<file path="src/rtl/sdr_sdram_wb_arb2_if.sv">
// sdr_sdram_wb_arb2_if
// Signal bundle around the two-master Wishbone arbiter in front of the SDR
// SDRAM controller. Each master port and the controller-facing port is named
// from the arbiter's point of view.
//   m0_* / m1_* : dat_i[31:0], adr_i[adr_width:1], sel_i[3:0], cti_i[2:0],
//                 bte_i[1:0], we_i, cyc_i, stb_i    (into the arbiter)
//                 dat_o[31:0], ack_o                (out of the arbiter)
//   s_*         : dat_o, adr_o, sel_o, bte_o, we_o, cyc_o, stb_o (to controller)
//                 dat_i[31:0], ack_i                 (from controller)
// Modports:
//   slave  - the arbiter (it is the Wishbone slave both masters talk to).
//   master - the surrounding system: both masters plus the controller.
interface sdr_sdram_wb_arb2_if #(
    parameter int adr_width = 24
);
    logic [31:0]        m0_dat_i, m1_dat_i;
    logic [adr_width:1] m0_adr_i, m1_adr_i;
    logic [3:0]         m0_sel_i, m1_sel_i;
    logic [2:0]         m0_cti_i, m1_cti_i;
    logic [1:0]         m0_bte_i, m1_bte_i;
    logic               m0_we_i,  m1_we_i;
    logic               m0_cyc_i, m1_cyc_i;
    logic               m0_stb_i, m1_stb_i;
    logic [31:0]        m0_dat_o, m1_dat_o;
    logic               m0_ack_o, m1_ack_o;

    logic [31:0]        s_dat_o;
    logic [adr_width:1] s_adr_o;
    logic [3:0]         s_sel_o;
    logic [1:0]         s_bte_o;
    logic               s_we_o, s_cyc_o, s_stb_o;
    logic [31:0]        s_dat_i;
    logic               s_ack_i;

    modport slave (
        input  m0_dat_i, m0_adr_i, m0_sel_i, m0_cti_i, m0_bte_i, m0_we_i, m0_cyc_i, m0_stb_i,
        input  m1_dat_i, m1_adr_i, m1_sel_i, m1_cti_i, m1_bte_i, m1_we_i, m1_cyc_i, m1_stb_i,
        output m0_dat_o, m0_ack_o, m1_dat_o, m1_ack_o,
        output s_dat_o, s_adr_o, s_sel_o, s_bte_o, s_we_o, s_cyc_o, s_stb_o,
        input  s_dat_i, s_ack_i
    );

    modport master (
        output m0_dat_i, m0_adr_i, m0_sel_i, m0_cti_i, m0_bte_i, m0_we_i, m0_cyc_i, m0_stb_i,
        output m1_dat_i, m1_adr_i, m1_sel_i, m1_cti_i, m1_bte_i, m1_we_i, m1_cyc_i, m1_stb_i,
        input  m0_dat_o, m0_ack_o, m1_dat_o, m1_ack_o,
        input  s_dat_o, s_adr_o, s_sel_o, s_bte_o, s_we_o, s_cyc_o, s_stb_o,
        output s_dat_i, s_ack_i
    );
endinterface

</file>
<file path="src/rtl/sdr_sdram_wb_arb2.sv">
// sdr_sdram_wb_arb2
// Two-master Wishbone B3 arbiter feeding the 16-bit SDR SDRAM controller.
// Round-robin at Wishbone cycle boundaries (bursts are never split), a limit
// of hold_max back-to-back cycles while the other master waits, and a dead
// cycle on every grant change so the controller sees a clean request edge.
// Ports:
//   clk  - clock
//   rst  - asynchronous, active-high reset
//   bus  - sdr_sdram_wb_arb2_if.slave: m0_*/m1_* master ports, s_* controller port
// Parameters:
//   adr_width - word address width, bus spans [adr_width:1]
//   hold_max  - completed cycles one master may chain while the other requests
module sdr_sdram_wb_arb2 #(
    parameter int adr_width = 24,
    parameter int hold_max  = 4
) (
    input  logic               clk,
    input  logic               rst,
    sdr_sdram_wb_arb2_if.slave bus
);
    localparam int                cnt_w     = $clog2(hold_max + 1);
    localparam logic [cnt_w-1:0]  hold_lim  = cnt_w'(hold_max);
    localparam logic [cnt_w-1:0]  hold_last = cnt_w'(hold_max - 1);

    typedef enum logic [1:0] {IDLE, GNT0, GNT1, GAP} state_t;

    state_t           state, state_d;
    logic             last_gnt, last_gnt_d;
    logic [cnt_w-1:0] hold_cnt, hold_cnt_d;
    // Set for the one cycle after a completed cycle in which the owner kept
    // the grant. If the owner has dropped cyc in that cycle, the cycle itself
    // is the dead cycle, so the boundary-to-new-stb turnaround stays at 3.
    logic             post_bnd, post_bnd_d;

    logic             req0, req1, gnt0, gnt1;
    logic             own_cyc, oth_req, live, boundary;
    logic [2:0]       own_cti;
    logic [adr_width:1] adr_mux;

    assign req0    = bus.m0_cyc_i & bus.m0_stb_i;
    assign req1    = bus.m1_cyc_i & bus.m1_stb_i;
    assign gnt0    = (state == GNT0);
    assign gnt1    = (state == GNT1);
    assign own_cyc = gnt1 ? bus.m1_cyc_i : bus.m0_cyc_i;
    assign own_cti = gnt1 ? bus.m1_cti_i : bus.m0_cti_i;
    assign oth_req = gnt1 ? req0 : req1;
    // The controller port is connected only while a granted master holds cyc.
    assign live    = (gnt0 | gnt1) & own_cyc;
    // Classic cycle or last beat of a burst; incrementing beats never end a cycle.
    assign boundary = live & bus.s_ack_i & ((own_cti == 3'b000) | (own_cti == 3'b111));

    // NOTE: non-blocking assignments here so every register updates from the
    // pre-edge values, independent of statement order.
    always_ff @(posedge clk or posedge rst) begin
        if (rst) begin
            state    <= IDLE;
            last_gnt <= 1'b1;
            hold_cnt <= '0;
            post_bnd <= 1'b0;
        end else begin
            state    <= state_d;
            last_gnt <= last_gnt_d;
            hold_cnt <= hold_cnt_d;
            post_bnd <= post_bnd_d;
        end
    end

    // NOTE: every variable gets a default before the case so no path leaves
    // one unassigned, which would otherwise infer a latch.
    always_comb begin
        state_d    = state;
        last_gnt_d = last_gnt;
        hold_cnt_d = hold_cnt;
        post_bnd_d = 1'b0;
        case (state)
            IDLE: begin
                // On a tie the master that did not own the bus last wins.
                if (req0 && (!req1 || last_gnt)) begin
                    state_d = GNT0;
                end else if (req1) begin
                    state_d = GNT1;
                end
            end
            GNT0, GNT1: begin
                if (!own_cyc) begin
                    // Owner released the bus: after a boundary this cycle
                    // already served as the gap, otherwise it is an abort.
                    last_gnt_d = gnt1;
                    hold_cnt_d = '0;
                    state_d    = post_bnd ? IDLE : GAP;
                end else if (boundary) begin
                    if (oth_req && (hold_cnt >= hold_last)) begin
                        last_gnt_d = gnt1;
                        hold_cnt_d = '0;
                        state_d    = GAP;
                    end else begin
                        hold_cnt_d = (hold_cnt == hold_lim) ? hold_cnt : hold_cnt + cnt_w'(1);
                        post_bnd_d = 1'b1;
                    end
                end
            end
            GAP:     state_d = IDLE;
            default: state_d = IDLE;
        endcase
    end

    always_comb begin
        adr_mux      = '0;
        bus.s_dat_o  = '0;
        bus.s_sel_o  = '0;
        bus.s_bte_o  = '0;
        bus.s_we_o   = 1'b0;
        bus.s_cyc_o  = 1'b0;
        bus.s_stb_o  = 1'b0;
        bus.m0_ack_o = 1'b0;
        bus.m1_ack_o = 1'b0;
        if (live && gnt0) begin
            adr_mux      = bus.m0_adr_i;
            bus.s_dat_o  = bus.m0_dat_i;
            bus.s_sel_o  = bus.m0_sel_i;
            bus.s_bte_o  = bus.m0_bte_i;
            bus.s_we_o   = bus.m0_we_i;
            bus.s_cyc_o  = bus.m0_cyc_i;
            bus.s_stb_o  = bus.m0_stb_i;
            bus.m0_ack_o = bus.s_ack_i;
        end else if (live && gnt1) begin
            adr_mux      = bus.m1_adr_i;
            bus.s_dat_o  = bus.m1_dat_i;
            bus.s_sel_o  = bus.m1_sel_i;
            bus.s_bte_o  = bus.m1_bte_i;
            bus.s_we_o   = bus.m1_we_i;
            bus.s_cyc_o  = bus.m1_cyc_i;
            bus.s_stb_o  = bus.m1_stb_i;
            bus.m1_ack_o = bus.s_ack_i;
        end
    end

    assign bus.s_adr_o  = adr_mux;
    // Read data fans out ungated; only the ack qualifies it.
    assign bus.m0_dat_o = bus.s_dat_i;
    assign bus.m1_dat_o = bus.s_dat_i;
endmodule

</file>
<file path="src/flat_wrapper.sv">
// flat-port wrapper written by rule: the top's interface ports become plain ports
module sdr_sdram_wb_arb2_flat 
#(
    parameter int adr_width = 24,
    parameter int hold_max  = 4
)
  (clk, rst, bus_m0_dat_i, bus_m0_adr_i, bus_m0_sel_i, bus_m0_cti_i, bus_m0_bte_i, bus_m0_we_i, bus_m0_cyc_i, bus_m0_stb_i, bus_m1_dat_i, bus_m1_adr_i, bus_m1_sel_i, bus_m1_cti_i, bus_m1_bte_i, bus_m1_we_i, bus_m1_cyc_i, bus_m1_stb_i, bus_m0_dat_o, bus_m0_ack_o, bus_m1_dat_o, bus_m1_ack_o, bus_s_dat_o, bus_s_adr_o, bus_s_sel_o, bus_s_bte_o, bus_s_we_o, bus_s_cyc_o, bus_s_stb_o, bus_s_dat_i, bus_s_ack_i);
  sdr_sdram_wb_arb2_if #(.adr_width(adr_width)) bus_i ();
  input  logic clk;
  input  logic rst;
  input wire logic [$bits(bus_i.m0_dat_i)-1:0] bus_m0_dat_i;
  input wire logic [$bits(bus_i.m0_adr_i)-1:0] bus_m0_adr_i;
  input wire logic [$bits(bus_i.m0_sel_i)-1:0] bus_m0_sel_i;
  input wire logic [$bits(bus_i.m0_cti_i)-1:0] bus_m0_cti_i;
  input wire logic [$bits(bus_i.m0_bte_i)-1:0] bus_m0_bte_i;
  input wire logic [$bits(bus_i.m0_we_i)-1:0] bus_m0_we_i;
  input wire logic [$bits(bus_i.m0_cyc_i)-1:0] bus_m0_cyc_i;
  input wire logic [$bits(bus_i.m0_stb_i)-1:0] bus_m0_stb_i;
  input wire logic [$bits(bus_i.m1_dat_i)-1:0] bus_m1_dat_i;
  input wire logic [$bits(bus_i.m1_adr_i)-1:0] bus_m1_adr_i;
  input wire logic [$bits(bus_i.m1_sel_i)-1:0] bus_m1_sel_i;
  input wire logic [$bits(bus_i.m1_cti_i)-1:0] bus_m1_cti_i;
  input wire logic [$bits(bus_i.m1_bte_i)-1:0] bus_m1_bte_i;
  input wire logic [$bits(bus_i.m1_we_i)-1:0] bus_m1_we_i;
  input wire logic [$bits(bus_i.m1_cyc_i)-1:0] bus_m1_cyc_i;
  input wire logic [$bits(bus_i.m1_stb_i)-1:0] bus_m1_stb_i;
  output wire logic [$bits(bus_i.m0_dat_o)-1:0] bus_m0_dat_o;
  output wire logic [$bits(bus_i.m0_ack_o)-1:0] bus_m0_ack_o;
  output wire logic [$bits(bus_i.m1_dat_o)-1:0] bus_m1_dat_o;
  output wire logic [$bits(bus_i.m1_ack_o)-1:0] bus_m1_ack_o;
  output wire logic [$bits(bus_i.s_dat_o)-1:0] bus_s_dat_o;
  output wire logic [$bits(bus_i.s_adr_o)-1:0] bus_s_adr_o;
  output wire logic [$bits(bus_i.s_sel_o)-1:0] bus_s_sel_o;
  output wire logic [$bits(bus_i.s_bte_o)-1:0] bus_s_bte_o;
  output wire logic [$bits(bus_i.s_we_o)-1:0] bus_s_we_o;
  output wire logic [$bits(bus_i.s_cyc_o)-1:0] bus_s_cyc_o;
  output wire logic [$bits(bus_i.s_stb_o)-1:0] bus_s_stb_o;
  input wire logic [$bits(bus_i.s_dat_i)-1:0] bus_s_dat_i;
  input wire logic [$bits(bus_i.s_ack_i)-1:0] bus_s_ack_i;
  assign bus_i.m0_dat_i = bus_m0_dat_i;
  assign bus_i.m0_adr_i = bus_m0_adr_i;
  assign bus_i.m0_sel_i = bus_m0_sel_i;
  assign bus_i.m0_cti_i = bus_m0_cti_i;
  assign bus_i.m0_bte_i = bus_m0_bte_i;
  assign bus_i.m0_we_i = bus_m0_we_i;
  assign bus_i.m0_cyc_i = bus_m0_cyc_i;
  assign bus_i.m0_stb_i = bus_m0_stb_i;
  assign bus_i.m1_dat_i = bus_m1_dat_i;
  assign bus_i.m1_adr_i = bus_m1_adr_i;
  assign bus_i.m1_sel_i = bus_m1_sel_i;
  assign bus_i.m1_cti_i = bus_m1_cti_i;
  assign bus_i.m1_bte_i = bus_m1_bte_i;
  assign bus_i.m1_we_i = bus_m1_we_i;
  assign bus_i.m1_cyc_i = bus_m1_cyc_i;
  assign bus_i.m1_stb_i = bus_m1_stb_i;
  assign bus_m0_dat_o = bus_i.m0_dat_o;
  assign bus_m0_ack_o = bus_i.m0_ack_o;
  assign bus_m1_dat_o = bus_i.m1_dat_o;
  assign bus_m1_ack_o = bus_i.m1_ack_o;
  assign bus_s_dat_o = bus_i.s_dat_o;
  assign bus_s_adr_o = bus_i.s_adr_o;
  assign bus_s_sel_o = bus_i.s_sel_o;
  assign bus_s_bte_o = bus_i.s_bte_o;
  assign bus_s_we_o = bus_i.s_we_o;
  assign bus_s_cyc_o = bus_i.s_cyc_o;
  assign bus_s_stb_o = bus_i.s_stb_o;
  assign bus_i.s_dat_i = bus_s_dat_i;
  assign bus_i.s_ack_i = bus_s_ack_i;
  sdr_sdram_wb_arb2 #(.adr_width(adr_width), .hold_max(hold_max)) u_core (.clk(clk), .rst(rst), .bus(bus_i));
endmodule
</file>
<file path="config.mk">
export PLATFORM = sky130hd
export DESIGN_NAME = sdr_sdram_wb_arb2_flat
export DESIGN_NICKNAME = d
export VERILOG_FILES = /design/src/rtl/sdr_sdram_wb_arb2_if.sv /design/src/rtl/sdr_sdram_wb_arb2.sv /design/src/flat_wrapper.sv
export SDC_FILE = /design/constraint.sdc
export NUM_CORES = 1
export LEC_CHECK = 0
export ABC_AREA = 0
export CAP_MARGIN = 20
export CORE_AREA = 2 2 119 121
export DETAILED_ROUTE_END_ITERATION = 8
export DIE_AREA = 0 0 121 123
export SYNTH_ARGS = -nofsm -noshare
export SYNTH_HDL_FRONTEND = slang
export SYNTH_SLANG_ARGS = --single-unit
</file>
<file path="constraint.sdc">
create_clock -name clk -period 2.63 [get_ports clk]
set_clock_uncertainty 0.15 [all_clocks]
set_input_delay 0.263 -clock clk [delete_from_list [all_inputs] [get_ports clk]]
set_output_delay 0.263 -clock clk [all_outputs]
set_load 0.02 [all_outputs]
</file>
# == Yosys cells after proc, flatten, opt, wreduce, memory -nomap -nowiden ==
# Index checks and enable logic that the tools add are counted.
# word_totals
elab_cells,74
latch_bits,0
rom_bits,0
ram_bits,0
regBits,7
output_inout_bits,131
input_bits,171
n_memories,0
# classes
reduce_logical,12
bitwise,7
n_lt_le_gt_ge,1
muxes,38
div_mod_pow,0
n_mul,0
shifts,0
n_eq_ne,11
add_sub_neg,1
# ops
op,count
two-way mux 32 bit,2
two-way mux 24 bit,2
two-way mux 1 bit,18
two-way mux 2 bit,8
two-way mux 3 bit,5
"inequality test 3 bit, second input constant",3
AND reduction 3 bit,3
two-way mux 4 bit,2
"== test 3 bit, second input constant",2
one-hot mux 2 bit (3 select lines),1
AND 1 bit,5
"== test 2 bit, second input constant",2
logical AND 1 bit,4
"inequality test 2 bit, second input constant",2
"adder 3 x 1 -> 3 bit, second input constant",1
"greater-or-equal comparator 3 x 2 -> 1 bit, second input constant",1
zero test 3 bit,1
"inequality test 3 x 1 -> 1 bit, second input constant",1
"== test 2 x 1 -> 1 bit, second input constant",1
zero test 2 bit,1
OR 1 bit,2
OR reduction 2 bit,1
zero test 1 bit,1
logical OR 1 bit,1

# == Longest topological paths before layout ==
# logic_depth
word_depth,8
mapped_depth,8
ltp_nobuf,6

# == Worst setup path before layout ==
# No wires, ideal clock.
# synth_path
path_type,register to output
start,register u_core.state[0]
end,output bus_s_adr_o[0]
slack_ns,0.409
path_stages_with_launch,9
t_arrival_ns,1.808
t_required_ns,2.217
cell_sequence,dfrtp_1 > inv_1 > ha_1 > buf_2 > nand2_1 > nor3b_1 > buf_2 > buf_2 > a22o_1
# synth_via
elab_chain_cells,6
elab_cells_between_ends,9
classes_between,2 x eq/ne; 3 x mux; 2 x bitwise; 2 x reduce/logical
# synth_rtl
element,line_no,text
start: declaration,sdr_sdram_wb_arb2.sv:27,"state_t state, state_d;"
start signal: assignment,sdr_sdram_wb_arb2.sv:61,state <= state_d;
== test 2 x 1 -> 1 bit or == test 2 bit (tied branches),"sdr_sdram_wb_arb2.sv:42, sdr_sdram_wb_arb2.sv:43",
OR 1 bit or two-way mux 1 bit (tied branches),"sdr_sdram_wb_arb2.sv:48, sdr_sdram_wb_arb2.sv:44",
AND 1 bit,sdr_sdram_wb_arb2.sv:48,assign live = (gnt0 | gnt1) & own_cyc;
logical AND 1 bit,sdr_sdram_wb_arb2.sv:126,end else if (live && gnt1) begin
two-way mux 24 bit,sdr_sdram_wb_arb2.sv:126,
two-way mux 24 bit *,sdr_sdram_wb_arb2.sv:117,if (live && gnt0) begin
end: declaration,flat_wrapper.sv:32,output wire logic [$bits(bus_i.s_adr_o)-1:0] bus_s_adr_o;
# Every way passes the cells marked *; elsewhere a longest branch is shown, timed or not.

# == Final worst setup path ==
# layout_path
start,register u_core.state[0]
end,output bus_s_dat_o[18]
# layout_via
elab_chain_cells,6
elab_cells_between_ends,9
classes_between,2 x eq/ne; 3 x mux; 2 x bitwise; 2 x reduce/logical
# layout_rtl
element,line_no,text
== test 2 bit *,sdr_sdram_wb_arb2.sv:43,assign gnt1 = (state == GNT1);
named net u_core.gnt1,sdr_sdram_wb_arb2.sv:35,"logic req0, req1, gnt0, gnt1;"
OR 1 bit or two-way mux 1 bit (tied branches),"sdr_sdram_wb_arb2.sv:48, sdr_sdram_wb_arb2.sv:44",
AND 1 bit,sdr_sdram_wb_arb2.sv:48,
logical AND 1 bit,sdr_sdram_wb_arb2.sv:126,
two-way mux 32 bit,sdr_sdram_wb_arb2.sv:126,
two-way mux 32 bit *,sdr_sdram_wb_arb2.sv:117,
end: declaration,flat_wrapper.sv:31,output wire logic [$bits(bus_i.s_dat_o)-1:0] bus_s_dat_o;
# Mark *: on every way through the listed nets, which the timed path passes. The rest lies on a longest branch.

==> out/results.ini <==
[status]
status=finished clean

[worst_setup_path]
path_max_fanout=8
worst_setup_path_end_kind=output pin
reg2reg_to=u_core.hold_cnt[1]
rrSetupSlack_ps=350
start_kind=register
rr_startpoint=u_core.state[0]
rr_worst_depth=8
required_ps=2220
crit_type=register to output pin
critPathArrivalTime_ps=2140

[grt]
grt_pass1_wl_um=13400
grt_util_met3=0.0332
met1_usage=0.140
grt_start_max_net_pins=47
grt_pass1_vias=2295
grt_usage=0.117
met2_usage=0.205
grt_most_used_layer=met2
grt_overflow=0
antenna_found_initial=1

[timing]
finalSetupViolations=0
fmax_mhz=392
rsz0062_at_grt=false
slew_violations=0
worst_hold_slack_ps=109
slew_headroom=0.602
fin_ws_ps=81.9
hold_viol_final=0
worstMarginPinSlew_ps=594
setup_tns_ps=0
fin_crit_ps=2550
fin_crit_sh=0.969

[route]
wl_um=9970
first_pass_iters=4
drt_iter0_markers=71
drc=0
post_drt_wl_per_cell_um=18.1
dr_total_vias=2323
vias_per_cell=4.22
ant_nets=0

[cts]
numCtsBuffers=3
numClockSinks=7
clock-root-buffer=clkbuf_16
clock_latency_ps=230
clock_path_buffers=2
cts_tree=built
clk_pin_slew_ps=40
cts_hold_buf=0
htree_num_levels=1

[synthesis]
synth_warnings=0
yosys_register_bits=7
synthTopCellsByArea=a22o_1 31%, buf_4 26%, dfrtp_1 8.2%, ha_1 4.8%, buf_6 3.7%
yosys-top-cells-count=64 x a22o_1, 64 x buf_4, 11 x inv_1
syn_avg_cell_area_um2=8.21
synthFlopType=dfrtp_1
synth_cells=222
async_flop_share=1.00
netlist_area_um2=1820
yosys.area.top_type=a22o_1
syn_nets=400
ys_seq_area_frac=0.0968
synth_enable_flop_cells=0
yosys.area.top_type_share=0.308
synth.distinct_cells=37

[layout]
nets=548
ff_latch_area_um2=176
multi_input_area_um2=1020
fillers=1505
syn2layout_area_growth_pct=94.0
final_area_um2=3530
layout-drive-gt1-share=0.206

[placed_design]
pre_cts_ws_ps=-55.5
dpl-instance-area_um2=3660
io_buffers=205
dp_hpwl_um=8260
place_congestion=0.767

[floorplanning]
die_w_um=121
fp.coreArea_um2=13600
die_h_um=123
rows=43
num_io_pins=302
die_area_um2=14900
initial_utilization=0.134

[power_and_ir_drop]
peakVddDrop_uv=265
powerDensity_nw_per_um2=707
leakagePower_uw=0.00159

[worst_hold_path]
hold_class=input pin to asynchronous set/reset pin

[job]
drv_cap=0

==> cell usage in the layout, fill, tap and decap left out, types with 3 or more instances in the layout <==
| master | n |
|---|---|
| dfrtp_1 | 6 |
| clkbuf_2 | 47 |
| and3_1 | 4 |
| and2_1 | 3 |
| o31ai_1 | 4 |
| o211ai_1 | 3 |
| buf_12 | 3 |
| buf_4 | 13 |
| ha_1 | 6 |
| dlygate4sd2_1 | 17 |
| nor3_1 | 4 |
| nand2_1 | 7 |
| clkdlybuf4s50_1 | 138 |
| clkbuf_16 | 4 |
| a22o_1 | 64 |
| inv_1 | 10 |
==> power by group <==
| part | total, µW | internal [µW] | switching (µW) |
|---|---|---|---|
| registers | 196 | 162 | 34.1 |
| clock network | 258 | 202 | 56.4 |
| logic | 2040 | 933 | 1110 |
| total | 2500 | 1300 | 1200 |
==> critical path, stage by stage, from the launching register on <==
cell	delay, ps
dfrtp_1	380
inv_2	80
ha_2	200
mux2_4	310
and3_4	210
buf_4	170
a22o_1	220
dlygate4sd2_1	320
==> cell families after synthesis <==
| logic type | share of synthesized area |
|---|---|
| compound gates | 0.406 |
| simple gates | 0.0872 |
| buf+inv | 0.348 |
| mux | 0.0137 |
| flops | 0.0968 |
| fa+ha+maj | 0.0481 |
==> cell type report <==
type / instances / share of cell area
tap: 180 / 0.0637
sequential: 7 / 0.0499
antenna: 1 / 0.000708
multi-input combinational: 124 / 0.290
inverter: 11 / 0.0117
clock buffer: 4 / 0.0223
timing repair buffer: 223 / 0.562
==> routing by layer <==
metal	up-vias	wire length [µm]	part of all wire
met1	1079	3910	0.39
met5	-	13	0.0013
met3	24	985	0.099
met2	146	4870	0.49
li1	1072	-	-
met4	2	197	0.020
==> state kept, by name (all words and copies together) (netlist names) <==
| name | flops |
|---|---|
| u_core.hold_cnt | 3 |
| u_core.state | 2 |
| u_core.last_gnt | 1 |
| u_core.post_bnd | 1 |
==> timing repair <==
item,in CTS,in global routing
buffers inserted,0,2
hold endpoints to repair,0,0
gates cloned,0,1
setup endpoints to repair,67,64
gates resized for setup,80,91
==> how the worst max path moves through the flow <==
| stage | start | endpoint | slack (ps) |
|---|---|---|---|
| after floorplan | u_core.state[0] | bus_s_adr_o[0] | 410 |
| after global routing | u_core.state[0] | bus_s_dat_o[18] | 0.6 |
| after detailed placement | bus_m1_cyc_i | bus_s_sel_o[2] | -60 |
| after global placement | bus_m1_cyc_i | bus_s_sel_o[2] | -20 |
| after CTS | u_core.state[0] | bus_s_dat_o[30] | 3 |
| final | u_core.state[0] | bus_s_dat_o[18] | 80 |
==> per-stage QoR <==
stage	instances	total power (µW)	utilization
2_1_floorplan	222	1520	-
3_3_place_gp	542	2390	0.269
3_5_place_dp	542	2430	0.269
4_1_cts	546	2530	0.270
5_1_grt	549	2670	0.259
6_report	550	2500	0.260
Power figures use the tool's default switching activity.
